`config.mk`:
```
export PLATFORM = sky130hd
export DESIGN_NAME = hazard_ctrl
export DESIGN_NICKNAME = d
export VERILOG_FILES = /design/src/rtl/hazard_ctrl.sv
export SDC_FILE = /design/constraint.sdc
export NUM_CORES = 1
export LEC_CHECK = 0
export BUFFER_PORTS_ARGS = -buffer_cell sky130_fd_sc_hd__buf_2
export CORE_AREA = 4 4 41 43
export CTS_CLUSTER_SIZE = 10
export DETAILED_ROUTE_END_ITERATION = 8
export DIE_AREA = 0 0 45 47
export HOLD_SLACK_MARGIN = 0.06
export PLACE_DENSITY = 0.64
export SLEW_MARGIN = 5
export SYNTH_ARGS = -nofsm -noshare
export SYNTH_HDL_FRONTEND = slang
export SYNTH_SLANG_ARGS = --single-unit
```
`constraint.sdc`:
```
create_clock -name clk -period 1.59 [get_ports clk]
set_clock_uncertainty 0.05 [all_clocks]
set_input_delay 0.318 -clock clk [delete_from_list [all_inputs] [get_ports clk]]
set_output_delay 0.318 -clock clk [all_outputs]
set_load 0.01 [all_outputs]
```
`src/rtl/hazard_ctrl.sv`:
```
// hazard_ctrl: pipeline hazard and stall controller.
// Arbitrates data-memory stalls, branch flushes (with a pending flag that
// survives a data stall), instruction-memory stalls and load-use bubbles
// into per-stage load enables and flush requests.
// Optional feature macro: HAZARD_CTRL_PERF_EN adds saturating performance
// counters (stall cycles, flush cycles, load-use bubbles).
//
// Handshake note: there is no valid/ready pair here. Every cycle the outputs
// are a pure function of the current state and the inputs; a stage register
// captures its input on a clock edge when its *_ld is 1, and a *_flush forces
// the captured control word to all-zero (a bubble).
module hazard_ctrl #(
    parameter int CNT_W = 32
) (
    input  logic             clk,
    input  logic             rst,
    input  logic [4:0]       id_rs1,
    input  logic [4:0]       id_rs2,
    input  logic             id_use_rs1,
    input  logic             id_use_rs2,
    input  logic             ex_mem_read,
    input  logic [4:0]       ex_rd,
    input  logic             branch_take,
    input  logic             imem_stall,
    input  logic             dmem_stall,
    output logic             pc_ld,
    output logic             if_id_ld,
    output logic             id_ex_ld,
    output logic             ex_mem_ld,
    output logic             mem_wb_ld,
    output logic             if_id_flush,
    output logic             id_ex_flush,
    output logic [1:0]       ctrl_state
`ifdef HAZARD_CTRL_PERF_EN
    ,
    output logic [CNT_W-1:0] perf_stall_cyc,
    output logic [CNT_W-1:0] perf_flush_cnt,
    output logic [CNT_W-1:0] perf_lu_cnt
`endif
);

    typedef enum logic [1:0] {
        RUN     = 2'd0,
        DFREEZE = 2'd1,
        ISQUASH = 2'd2,
        ILLEGAL = 2'd3
    } state_t;

    state_t state;
    state_t state_nxt;
    logic   br_pending;
    logic   br_pending_nxt;
    logic   load_use;

    // Load in EX writes a register the ID instruction reads (x0 never hazards).
    always_comb begin
        load_use = ex_mem_read && (ex_rd != 5'd0) &&
                   ((id_use_rs1 && (id_rs1 == ex_rd)) ||
                    (id_use_rs2 && (id_rs2 == ex_rd)));
    end

    // Event arbitration: reset, dmem stall, flush, squash, imem stall, load-use.
    always_comb begin
        pc_ld          = 1'b1;
        if_id_ld       = 1'b1;
        id_ex_ld       = 1'b1;
        ex_mem_ld      = 1'b1;
        mem_wb_ld      = 1'b1;
        if_id_flush    = 1'b0;
        id_ex_flush    = 1'b0;
        state_nxt      = RUN;
        br_pending_nxt = br_pending;

        if (!rst) begin
            pc_ld          = 1'b0;
            if_id_ld       = 1'b0;
            id_ex_ld       = 1'b0;
            ex_mem_ld      = 1'b0;
            mem_wb_ld      = 1'b0;
            if_id_flush    = 1'b1;
            id_ex_flush    = 1'b1;
            br_pending_nxt = 1'b0;
        end else if (dmem_stall) begin
            // Whole pipe freezes; a branch resolved now is remembered.
            pc_ld          = 1'b0;
            if_id_ld       = 1'b0;
            id_ex_ld       = 1'b0;
            ex_mem_ld      = 1'b0;
            mem_wb_ld      = 1'b0;
            state_nxt      = DFREEZE;
            br_pending_nxt = br_pending | branch_take;
        end else if (branch_take || br_pending) begin
            // Redirect: both younger stages become bubbles.
            if_id_flush    = 1'b1;
            id_ex_flush    = 1'b1;
            br_pending_nxt = 1'b0;
            state_nxt      = imem_stall ? ISQUASH : RUN;
        end else if (state == ISQUASH) begin
            // The fetch still in flight is wrong-path: never let it into ID.
            if_id_flush = 1'b1;
            if (imem_stall) begin
                pc_ld     = 1'b0;
                state_nxt = ISQUASH;
            end
        end else if (imem_stall) begin
            pc_ld       = 1'b0;
            if_id_flush = 1'b1;
        end else if (load_use) begin
            // Hold PC and IF/ID one cycle, insert a bubble into EX.
            pc_ld       = 1'b0;
            if_id_ld    = 1'b0;
            id_ex_flush = 1'b1;
        end
    end

    // State and pending-branch registers.
    always_ff @(posedge clk) begin
        if (!rst) begin
            state      <= RUN;
            br_pending <= 1'b0;
        end else begin
            state      <= state_nxt;
            br_pending <= br_pending_nxt;
        end
    end

    assign ctrl_state = rst ? state : RUN;

`ifdef HAZARD_CTRL_PERF_EN
    logic flush_cyc;
    logic lu_bubble;

    // A flush cycle is the only case with both flushes and all loads high;
    // a load-use bubble is the only case flushing ID/EX but not IF/ID.
    assign flush_cyc = rst & pc_ld & if_id_flush & id_ex_flush;
    assign lu_bubble = rst & id_ex_flush & ~if_id_flush;

    // Saturating event counters.
    always_ff @(posedge clk) begin
        if (!rst) begin
            perf_stall_cyc <= '0;
            perf_flush_cnt <= '0;
            perf_lu_cnt    <= '0;
        end else begin
            if (!pc_ld && (perf_stall_cyc != '1))
                perf_stall_cyc <= perf_stall_cyc + CNT_W'(1);
            if (flush_cyc && (perf_flush_cnt != '1))
                perf_flush_cnt <= perf_flush_cnt + CNT_W'(1);
            if (lu_bubble && (perf_lu_cnt != '1))
                perf_lu_cnt <= perf_lu_cnt + CNT_W'(1);
        end
    end
`endif

endmodule

```
==> parameters.txt, run 1 <==
Parameter                              Value

Worst setup path
  Crit. Startpoint ... ex_rd[4]
  Element type at the critical path end ... output port
  Nature of the critical path startpoint ... input pin
  Endpoint arrival time on the critical path ... 1.47 ns
  Capturing point of the worst reg2reg path ... state[1]
  Critical Path Sink ... id_ex_flush
  Maximum net fanout on the critical path ... 3
  Depth of the worst register-to-register path ... 3
  FF-to-FF Start ... state[1]
  CP Data Required Time ... around 1.2 ns
  Setup slack of the worst register-to-register path ... between 0.6 and 0.7 ns
  Critical Setup Path Class ... in2out

CTS
  Clock root buffer ... clkbuf_4
  Clock tree from TritonCTS ... built
  Hold Buf Count CTS ... 0
  Htree depth ... 1
  Clock transition at the registers of the reported paths ... approximately 0.040 ns
  Clk Latency, worst-skew pair ... 0.23 ns
  Max Buffers Root-to-Sink ... 2
  Total CTS buffers ... 3
  Post-CTS Setup Repair Bufs ... 0
  Number of clock sinks ... 3

Die
  Total die area ... roughly 2100 sq um
  Horiz. Die Dim ... 45 um
  Number of core rows ... 13
  Effective utilization at floorplan ... about a quarter
  Placeable core region ... 1301 sq um
  Ports ... 32
  Vertical die dimension ... approximately 47 um

Pwr
  Pwr Density ... between 500 and 600 nW/um^2
  Cell leakage power ... 0.0003019 uW
  Maximum vdd drop ... 0.2280 mV
  Tot Pwr ... ~360 uW

Timing
  Unrepaired setup endpoints after global routing ... true
  Hold Violations, Final ... 0
  Total negative slack for setup checks ... -0.6919 ns
  Final worst slack ... -0.2474 ns
  Minimum period implied by the final worst setup slack ... 1.837 ns
  Period utilisation layout ... 115.6%
  Max Transition Viols Final ... 0
  Maximum achievable frequency ... about 540 MHz
  Worst slew slack as a fraction of its limit ... a little under nine tenths
  Hold Worst Slack ... between 0.3 and 0.4 ns
  Final setup violation count ... 3
  Slew at the pin closest to its max-slew limit ... ~0.2 ns

Synth
  Multiplexer share of the synthesized area ... 0%
  Synthesized area per cell ... around 7.4 sq um
  Total number of yosys warnings ... 0
  Cell variety after synth ... 18
  Biggest area contributors in the synthesized netlist ... xnor2_1, dfxtp_1, and2_1
  Synthesized-area fraction occupied by adder cells ... 0%
  Mapped cell area ... 312.8 sq um
  Compound-cell area share of the yosys netlist ... between 10% and 20%
  Portion of synthesized cell area occupied by the leading cell type ... around 28%
  Synthesis-stage register bit count ... 3
  Number of instances in the synthesized netlist ... 42
  Biggest area consumer among synthesized cells ... xnor2_1
  Post-synthesis share of cell area spent on and, or, nand and nor gates ... around 31%
  Main combinational cell family by area after synthesis ... simple AND/OR/NAND/NOR gates
  Sequential cell area fraction in the yosys report ... 19.20%
  Net Count, Synth ... 65
  XOR/XNOR share of the synthesized area ... about 28%

Global routing
  Gr ovfl total ... 0
  Pin count of the biggest net entering global routing ... 7
  Number of global-route vias before repair ... about 440
  Antenna violations before repair ... 0
  Overall fraction of global-route tracks in use ... between 10% and 20%
  Global-route wire length before repair ... 1725 um

Final layout
  Post-layout util ... around half
  Final-stage net count ... around 110
  Area growth from synthesis to layout ... 101.2%
  Sequential cell area ... between 60 and 70 sq um
  Fraction of final layout cells sized beyond drive strength 1 ... 60.98%
  Layout filler cell count ... 145
  Multi-input combinational cell area ... 290.3 sq um
  Number of antenna cells inserted ... 0
  Final cell area excluding filler cells ... around 630 sq um

Routing
  DR iter-0 viols ... 8
  Final WL ... 1160 um
  First-pass iteration count of the detailed router ... 4
  DRC viols ... 0
  Per-cell routed wire length ... between 10 and 15 um
  Final antenna-violating net count ... 0
  Routed vias ... approximately 430
  Vias per std cell ... 4.392

Place
  Number of input and output port buffers inserted ... 31
  Cell area after placement ... roughly 540 sq um
  Placer congestion estimate ... about 0.75
  Detailed placement HPWL ... 886.8 um

Worst hold path
  Worst min-delay path class ... in2reg

Run
  Reported max-cap violation count ... 0

Outcome
  Result of the run ... complete, but fails checks
  Violated checks ... negative setup slack
worst min-delay path by stage:
| stage | startpoint | endpoint | slack [ns] | depth (start not counted) |
|---|---|---|---|---|
| 4_1_cts | imem_stall | state[1] | 0.31 | 2 |
| 2_1_floorplan | rst | state[0] | 0.40 | 1 |
| 3_5_place_dp | br_pending | br_pending | 0.46 | 2 |
| 5_1_grt | dmem_stall | state[0] | 0.35 | 2 |
| 6_report | rst | state[0] | 0.34 | 2 |
| 3_3_place_gp | br_pending | br_pending | 0.44 | 2 |
report_power, final:
group | leakage (uW) | internal, uW | switching, uW | total, uW
logic | 0.000262 | 79.1 | 62.1 | 141
clock network | 0.0000150 | 94.0 | 38.8 | 133
registers | 0.0000247 | 79.1 | 1.99 | 81.1
metrics by stage:
step / setup WS [ns] / instances
2_1_floorplan: -0.05468 / 42
3_3_place_gp: -0.2806 / 93
3_5_place_dp: -0.3078 / 93
4_1_cts: -0.2631 / 97
5_1_grt: -0.2923 / 97
6_report: -0.2474 / 97
placed cells by master, fill, tap and decap left out, types with 2 or more instances in the layout:
master,instances
and2_1,3
buf_2,28
buf_4,7
buf_6,3
clkbuf_4,3
dfxtp_1,3
inv_1,2
nand2_1,4
nand4_1,2
nor2b_1,2
xnor2_1,9
worst max-delay path: stages:
cell    delay, ns
buf_6        0.09
or4_4        0.53
o21a_4       0.23
a31o_1       0.17
buf_2        0.13
cells in the mapped netlist (all sizes together):
cell type and n:
dfxtp 3, buf 2, nand2b 1, a31oi 2, nor2b 3, or4 1
o22ai 1, a31o 1, inv 2, xnor2 10, nand4 2, o21ai 2
nand2 4, nor3 1, o21a 1, and3 1, nor2 2, and2 3
layer usage:
| layer | vias up | global-route usage [%] | share of wire, % |
|---|---|---|---|
| li1 | 223 | - | - |
| met1 | 190 | 11.11 | 36 |
| met2 | 13 | 23.16 | 58 |
| met3 | 0 | 1.916 | 6.1 |
| met4 | 0 | 5.263 | 0 |
| met5 | - | 0 | 0 |
registers in the layout, summed over array words and instances (netlist names):
signal and count:
state 2, br_pending 1
layout make-up:
cell class                      count  area share (%)
Multi-Input combinational cell     35           46.12
Sequential cell                     3           9.543
Timing Repair Buffer               38           35.98
Clock buffer                        4           4.175
Inverter                            2           1.193
Tap cell                           15           2.982
repair_timing:
action                                 4_1_cts  5_1_grt
pin swaps                                    5        2
setup endpoints to repair                    4        4
gates resized for setup                      3       10
endpoints found under the hold margin        0        0
cells by family (layout without fill, tap and decap cells):
| logic type | after synthesis | in the layout |
|---|---|---|
| and+or+nand+nor | 18 | 18 |
| DFF | 3 | 3 |
| xor gates and xnor gates | 10 | 10 |
| buffers and inverters | 4 | 44 |
| AOI/OAI and AO/OA | 7 | 7 |
(Power assumes the default switching activity.)
==> inputs of run 2 (changes only) <==
--- a/config.mk
+++ b/config.mk
@@ -11,7 +11,7 @@
 export DETAILED_ROUTE_END_ITERATION = 8
 export DIE_AREA = 0 0 45 47
 export HOLD_SLACK_MARGIN = 0.06
-export PLACE_DENSITY = 0.64
+export PLACE_DENSITY = 0.62
 export SLEW_MARGIN = 5
 export SYNTH_ARGS = -nofsm -noshare
 export SYNTH_HDL_FRONTEND = slang
==> constraint.sdc (replaced) <==
create_clock -name clk -period 2.2 [get_ports clk]
set_clock_uncertainty 0.05 [all_clocks]
set_input_delay 0.44 -clock clk [delete_from_list [all_inputs] [get_ports clk]]
set_output_delay 0.44 -clock clk [all_outputs]
set_load 0.01 [all_outputs]
==> run 2 against run 1 <==
Against the previous run: first-iteration DRC count shrank 88%; combinational power shrank 44%; the flow now finishes without violations; clock power shrank 28%; critical endpoint is now pc_ld; die area is the same; worst setup slack gained 0.30 ns; sequential power shrank 28%; register-to-register slack gained 0.56 ns; clock-buffer cell count is the same.
==> parameters.txt, run 2 (synthesized netlist as in run 1, its figures left out) <==
Parameter                              Value

Pwr
  Cell leakage power ... 0.0002545 uW (was 0.0003019 uW)
  Maximum vdd drop ... 0.3030 mV (was 0.2280 mV)
  Pwr Density ... 452.4 nW/um^2 (was 564.3 nW/um^2)
  Tot Pwr ... 232.6 uW (was 355.1 uW)

Timing
  Total negative slack for setup checks ... 0 ns (was -0.6919 ns)
  Period utilisation layout ... a little over nine tenths
  Worst slew slack as a fraction of its limit ... 75.42% (was 86.31%)
  Minimum period implied by the final worst setup slack ... between 2 and 2.5 ns
  Final setup violation count ... 0 (was 3)
  Max Transition Viols Final ... 0 (unchanged)
  Unrepaired setup endpoints after global routing ... false (was true)
  Slew at the pin closest to its max-slew limit ... 0.3679 ns (was 0.2050 ns)
  Maximum achievable frequency ... roughly 470 MHz
  Final worst slack ... 0.05753 ns (was -0.2474 ns)
  Hold Violations, Final ... 0 (unchanged)

Worst setup path
  Element type at the critical path end ... output port (unchanged)
  Nature of the critical path startpoint ... input pin (unchanged)
  Maximum net fanout on the critical path ... 3 (unchanged)
  Critical Setup Path Class ... in2out (unchanged)
  Endpoint arrival time on the critical path ... 1.65 ns (was 1.47 ns)
  FF-to-FF Start ... br_pending (was state[1])
  Crit. Startpoint ... ex_rd[4] (unchanged)
  CP Data Required Time ... 1.71 ns (was 1.22 ns)

Global routing
  Overall fraction of global-route tracks in use ... 9.945% (was 11.44%)
  Antenna violations before repair ... 0 (unchanged)
  Global-route wire length before repair ... 1476 um (was 1725 um)
  Number of global-route vias before repair ... 393 (was 444)
  Gr ovfl total ... 0 (unchanged)
  Pin count of the biggest net entering global routing ... 7 (unchanged)

Routing
  Routed vias ... 400 (was 426)
  DRC viols ... 0 (unchanged)
  Vias per std cell ... 4.444 (was 4.392)
  Per-cell routed wire length ... 10.51 um (was 11.96 um)
  Final antenna-violating net count ... 0 (unchanged)
  DR iter-0 viols ... 1 (was 8)
  Final WL ... 946 um (was 1160 um)
  First-pass iteration count of the detailed router ... 2 (was 4)

Final layout
  Biggest registers after layout ... state: 2 flops, br_pending: 1 flops (unchanged)
  Number of flip-flops under the largest register name ... 2 (unchanged)
  Final-stage net count ... 99 (was 106)
  Post-layout util ... 39.52% (was 48.37%)
  Leading cell types in the layout, fill and taps excluded ... buf_2, xnor2_1, nand2_1 (was buf_2, xnor2_1, buf_4)
  Reg with most FFs ... state (unchanged)
  Most common cell after layout, fill and taps aside ... buf_2 (unchanged)
  Fraction of final layout cells sized beyond drive strength 1 ... 46.67% (was 60.98%)
  Number of antenna cells inserted ... 0 (unchanged)
  Area growth from synthesis to layout ... 64.40% (was 101.2%)

Run
  Reported max-cap violation count ... 0 (unchanged)

CTS
  Total CTS buffers ... 3 (unchanged)
  Htree depth ... 1 (unchanged)
  Number of clock sinks ... 3 (unchanged)
  Post-CTS Setup Repair Bufs ... 0 (unchanged)
  Clock transition at the registers of the reported paths ... 0.04 ns (about the same)
  Clk Latency, worst-skew pair ... 0.23 ns (about the same)
  Clock tree from TritonCTS ... built (unchanged)
  Max Buffers Root-to-Sink ... 2 (unchanged)
  Clock root buffer ... clkbuf_4 (unchanged)

Worst hold path
  Worst min-delay path class ... in2reg (unchanged)
  Startpoint of the tightest hold check path ... branch_take (was rst)

Die
  Effective utilization at floorplan ... 24.04% (unchanged)
  Vertical die dimension ... 47 um (unchanged)
  Placeable core region ... 1301 sq um (unchanged)
  Horiz. Die Dim ... 45 um (unchanged)
  Number of core rows ... 13 (unchanged)
  Total die area ... 2115 sq um (unchanged)
  Ports ... 32 (unchanged)

Outcome
  Result of the run ... complete, no violations (was complete, but fails checks)

Place
  Number of input and output port buffers inserted ... 31 (unchanged)
  Minimum setup slack after placement ... 0.04868 ns (was -0.3078 ns)
  Detailed placement HPWL ... 817.3 um (was 886.8 um)
  Placer congestion estimate ... 0.7199 (was 0.7524)
-- run 2: final cells by class --
cell class	count	area (sq um)
Inverter	2	7.507
Timing Repair Buffer	31	167.7
Fill cell	157	787.0
Tap cell	15	18.77
Multi-Input combinational cell	35	234.0
Clock buffer	4	26.28
Sequential cell	3	60.06
-- run 2: final timing paths --
| path | cells past startpoint | slack, ns | to |
|---|---|---|---|
| setup / recovery | 5 | 0.06 | pc_ld |
| hold / removal | 3 | 0.43 | br_pending |
| setup reg to reg | 3 | 1.23 | state[1] |
| hold reg to reg | 2 | 0.45 | br_pending |
-- run 2: worst max-delay path, stage by stage --
cell and delay [ns]:
buf_6 0.10, or4_4 0.52, o21a_1 0.23, a31oi_1 0.20
buf_2 0.16
-- run 2: stage by stage --
step           hold WS, ns  instance area, sq um  instances
2_1_floorplan       0.4159                 312.8         42
3_3_place_gp        0.4427                 471.7         86
3_5_place_dp        0.4528                 471.7         86
4_1_cts             0.4246                 498.0         90
5_1_grt             0.4447                 514.2         90
6_report            0.4291                 514.2         90
-- run 2: timing repair --
item,CTS,global route
setup endpoints to repair,0,1
hold buffers,0,0
gates resized for setup,0,5
-- run 2: layer usage --
metal  wire length (um)  share of wire (%)  GRT usage, %
met5                  0                  0             0
met4                  0                  0         5.848
met3                130                 14         6.130
met2                465                 49         16.67
met1                350                 37         9.297
-- run 2: report_power, final --
part	internal [uW]	leakage (uW)	switching [uW]
combinational	42.8	0.000215	35.8
sequential	57.2	0.0000247	0.873
clock	67.9	0.0000150	28.1
total	168	0.000254	64.7
==> inputs of run 3 (changes only) <==
--- a/config.mk
+++ b/config.mk
@@ -11,7 +11,7 @@
 export DETAILED_ROUTE_END_ITERATION = 8
 export DIE_AREA = 0 0 45 47
 export HOLD_SLACK_MARGIN = 0.06
-export PLACE_DENSITY = 0.62
+export PLACE_DENSITY = 0.64
 export SLEW_MARGIN = 5
 export SYNTH_ARGS = -nofsm -noshare
 export SYNTH_HDL_FRONTEND = slang
==> constraint.sdc (replaced) <==
create_clock -name clk -period 1.8 [get_ports clk]
set_clock_uncertainty 0.05 [all_clocks]
set_input_delay 0.36 -clock clk [delete_from_list [all_inputs] [get_ports clk]]
set_output_delay 0.36 -clock clk [all_outputs]
set_load 0.01 [all_outputs]
==> run 3 against run 2 <==
Against the previous run: the run now ends with negative setup slack left; combinational power grew 31%; global-route usage grew 0.14 points; wire length grew 1.8%; total power grew 24%; design area grew 5.8%; non-clock buffer count grew 4; worst setup slack lost 0.19 ns; sequential power grew 22%; final cell count grew 4.4%; critical path depth is the same; clock power grew 20%; clock-buffer cell count is the same; critical path type unchanged; largest cell class unchanged; largest power group unchanged; highest routed layer unchanged.
==> parameters.txt, run 3 (synthesized netlist as in run 1, its figures left out) <==
Parameter                              Value

Outcome
  Result of the run ... complete, but fails checks (was complete, no violations)
  Violated checks ... negative setup slack

Global routing
  Gr ovfl total ... 0 (unchanged)
  Overall fraction of global-route tracks in use ... 10.09% (was 9.945%)
  Global-route wire length before repair ... 1518 um (was 1476 um)
  Number of global-route vias before repair ... 414 (was 393)
  Antenna violations before repair ... 0 (unchanged)
  Pin count of the biggest net entering global routing ... 7 (unchanged)

Worst setup path
  Element type at the critical path end ... output port (unchanged)
  FF-to-FF Start ... br_pending (unchanged)
  Nature of the critical path startpoint ... input pin (unchanged)
  Depth of the worst register-to-register path ... 3 (unchanged)
  CP Data Required Time ... 1.39 ns (was 1.71 ns)
  Crit. Startpoint ... ex_rd[1] (was ex_rd[4])
  Critical Path Sink ... id_ex_flush (was pc_ld)
  Maximum net fanout on the critical path ... 3 (unchanged)
  Capturing point of the worst reg2reg path ... state[1] (unchanged)
  Critical Setup Path Class ... in2out (unchanged)
  Setup slack of the worst register-to-register path ... 0.85 ns (was 1.23 ns)
  Endpoint arrival time on the critical path ... 1.52 ns (was 1.65 ns)

Pwr
  Switching share of power ... 27.13% (was 27.82%)
  Pwr Density ... 530.9 nW/um^2 (was 452.4 nW/um^2)
  Portion of total power attributed to combinational logic ... 35.5% (was 33.8%)
  Tot Pwr ... 289.0 uW (was 232.6 uW)
  Clock power share ... 39.9% (was 41.3%)
  Cell internal pwr ... 210.6 uW (was 167.9 uW)
  Cell leakage power ... 0.0002739 uW (was 0.0002545 uW)
  Maximum vdd drop ... 0.2529 mV (was 0.3030 mV)
  Fraction of power consumed by sequential logic ... 24.6% (was 25.0%)
  Reported net switching power ... 78.39 uW (was 64.71 uW)

Die
  Ports ... 32 (unchanged)
  Vertical die dimension ... 47 um (unchanged)
  Effective utilization at floorplan ... 24.04% (unchanged)
  Placeable core region ... 1301 sq um (unchanged)
  Horiz. Die Dim ... 45 um (unchanged)
  Total die area ... 2115 sq um (unchanged)
  Number of core rows ... 13 (unchanged)

Routing
  Per-cell routed wire length ... 10.24 um (was 10.51 um)
  Final antenna-violating net count ... 0 (unchanged)
  First-pass iteration count of the detailed router ... 2 (unchanged)
  Vias per std cell ... 4.298 (was 4.444)
  Final WL ... 963 um (was 946 um)
  DRC viols ... 0 (unchanged)
  DR iter-0 viols ... 3 (was 1)
  Routed vias ... 404 (was 400)

Worst hold path
  Worst min-delay path class ... in2reg (unchanged)

Final layout
  Number of flip-flops under the largest register name ... 2 (unchanged)
  Final cell area excluding filler cells ... 544.3 sq um (was 514.2 sq um)
  Post-layout util ... 41.83% (was 39.52%)
  Number of antenna cells inserted ... 0 (unchanged)
  Biggest registers after layout ... state: 2 flops, br_pending: 1 flops (unchanged)
  Fraction of final layout cells sized beyond drive strength 1 ... 49.37% (was 46.67%)
  Most common cell after layout, fill and taps aside ... buf_2 (unchanged)
  Leading cell types in the layout, fill and taps excluded ... buf_2, xnor2_1, nand2_1, buf_4 (was buf_2, xnor2_1, nand2_1)
  Area growth from synthesis to layout ... 74.00% (was 64.40%)
  Final-stage net count ... 103 (was 99)
  Reg with most FFs ... state (unchanged)

Place
  Detailed placement HPWL ... 850.4 um (was 817.3 um)
  Minimum setup slack after placement ... -0.1549 ns (was 0.04868 ns)
  Number of input and output port buffers inserted ... 31 (unchanged)
  Cell area after placement ... 501.7 sq um (was 471.7 sq um)
  Placer congestion estimate ... 0.7414 (was 0.7199)

CTS
  Clk Latency, worst-skew pair ... 0.23 ns (about the same)
  Number of clock sinks ... 3 (unchanged)
  Post-CTS Setup Repair Bufs ... 0 (unchanged)
  Clock root buffer ... clkbuf_4 (unchanged)
  Max Buffers Root-to-Sink ... 2 (unchanged)
  Clock transition at the registers of the reported paths ... 0.03 ns (was 0.04 ns)
  Total CTS buffers ... 3 (unchanged)
  Hold Buf Count CTS ... 0 (unchanged)
  Htree depth ... 1 (unchanged)
  Clock tree from TritonCTS ... built (unchanged)

Timing
  Maximum achievable frequency ... between 500 and 600 MHz
  Slew at the pin closest to its max-slew limit ... 0.2688 ns (was 0.3679 ns)
  Final worst slack ... -0.1313 ns (was 0.05753 ns)
  Hold Violations, Final ... 0 (unchanged)
  Final setup violation count ... 3 (was 0)
  Worst slew slack as a fraction of its limit ... 82.08% (was 75.42%)
  Total negative slack for setup checks ... -0.3549 ns (was 0 ns)
  Unrepaired setup endpoints after global routing ... true (was false)
  Max Transition Viols Final ... 0 (unchanged)
  Minimum period implied by the final worst setup slack ... 1.931 ns
  Period utilisation layout ... 107.3%

Run
  Reported max-cap violation count ... 0 (unchanged)
[run 3: power by group through the flow]
stage / clock [uW] / sequential, uW / combinational (uW)
floorplan: 0 / 71.6 / 49.6
global placement: 0 / 71.9 / 98.3
detailed placement: 0 / 72.0 / 100
CTS: 122 / 71.0 / 102
global route: 130 / 71.1 / 113
finish: 115 / 71.0 / 103
[run 3: critical path: stages]
cell	delay, ns
buf_6	0.09
or4_4	0.51
o21a_1	0.21
a31o_1	0.22
buf_2	0.13
[run 3: stage by stage]
stage                     cells  hold slack (ns)
after global placement       90           0.4375
after global routing         94           0.3484
final                        94           0.3492
after detailed placement     90           0.4453
after CTS                    94           0.3411
after floorplan              42           0.4159
[run 3: cell type report]
class / count / area [sq um]
inverter: 2 / 7.507
multi-input combinational: 35 / 234.0
timing repair buffer: 35 / 197.7
fill: 151 / 757.0
clock buffer: 4 / 26.28
sequential: 3 / 60.06
tap: 15 / 18.77
[run 3: repair_timing]
item / in CTS / in global routing
pin swaps: 1 / 1
setup endpoints to repair: 3 / 3
endpoints found under the hold margin: 0 / 0
gates resized for setup: 1 / 2
[run 3: worst min path at each step]
| stage | startpoint | to | slack, ns | depth (start not counted) |
|---|---|---|---|---|
| 2_1_floorplan | br_pending | br_pending | 0.42 | 2 |
| 3_3_place_gp | br_pending | br_pending | 0.44 | 2 |
| 3_5_place_dp | br_pending | br_pending | 0.45 | 2 |
| 4_1_cts | branch_take | br_pending | 0.34 | 3 |
| 5_1_grt | branch_take | br_pending | 0.35 | 3 |
| 6_report | branch_take | br_pending | 0.35 | 3 |
[run 3: per-layer routing]
layer	wire (um)	track usage (%)	vias up	part of all wire (%)
li1	-	-	216	-
met1	375	10.61	167	39
met2	462	17.23	21	48
met3	126	1.916	0	13
met4	0	8.772	0	0
met5	0	0	-	0
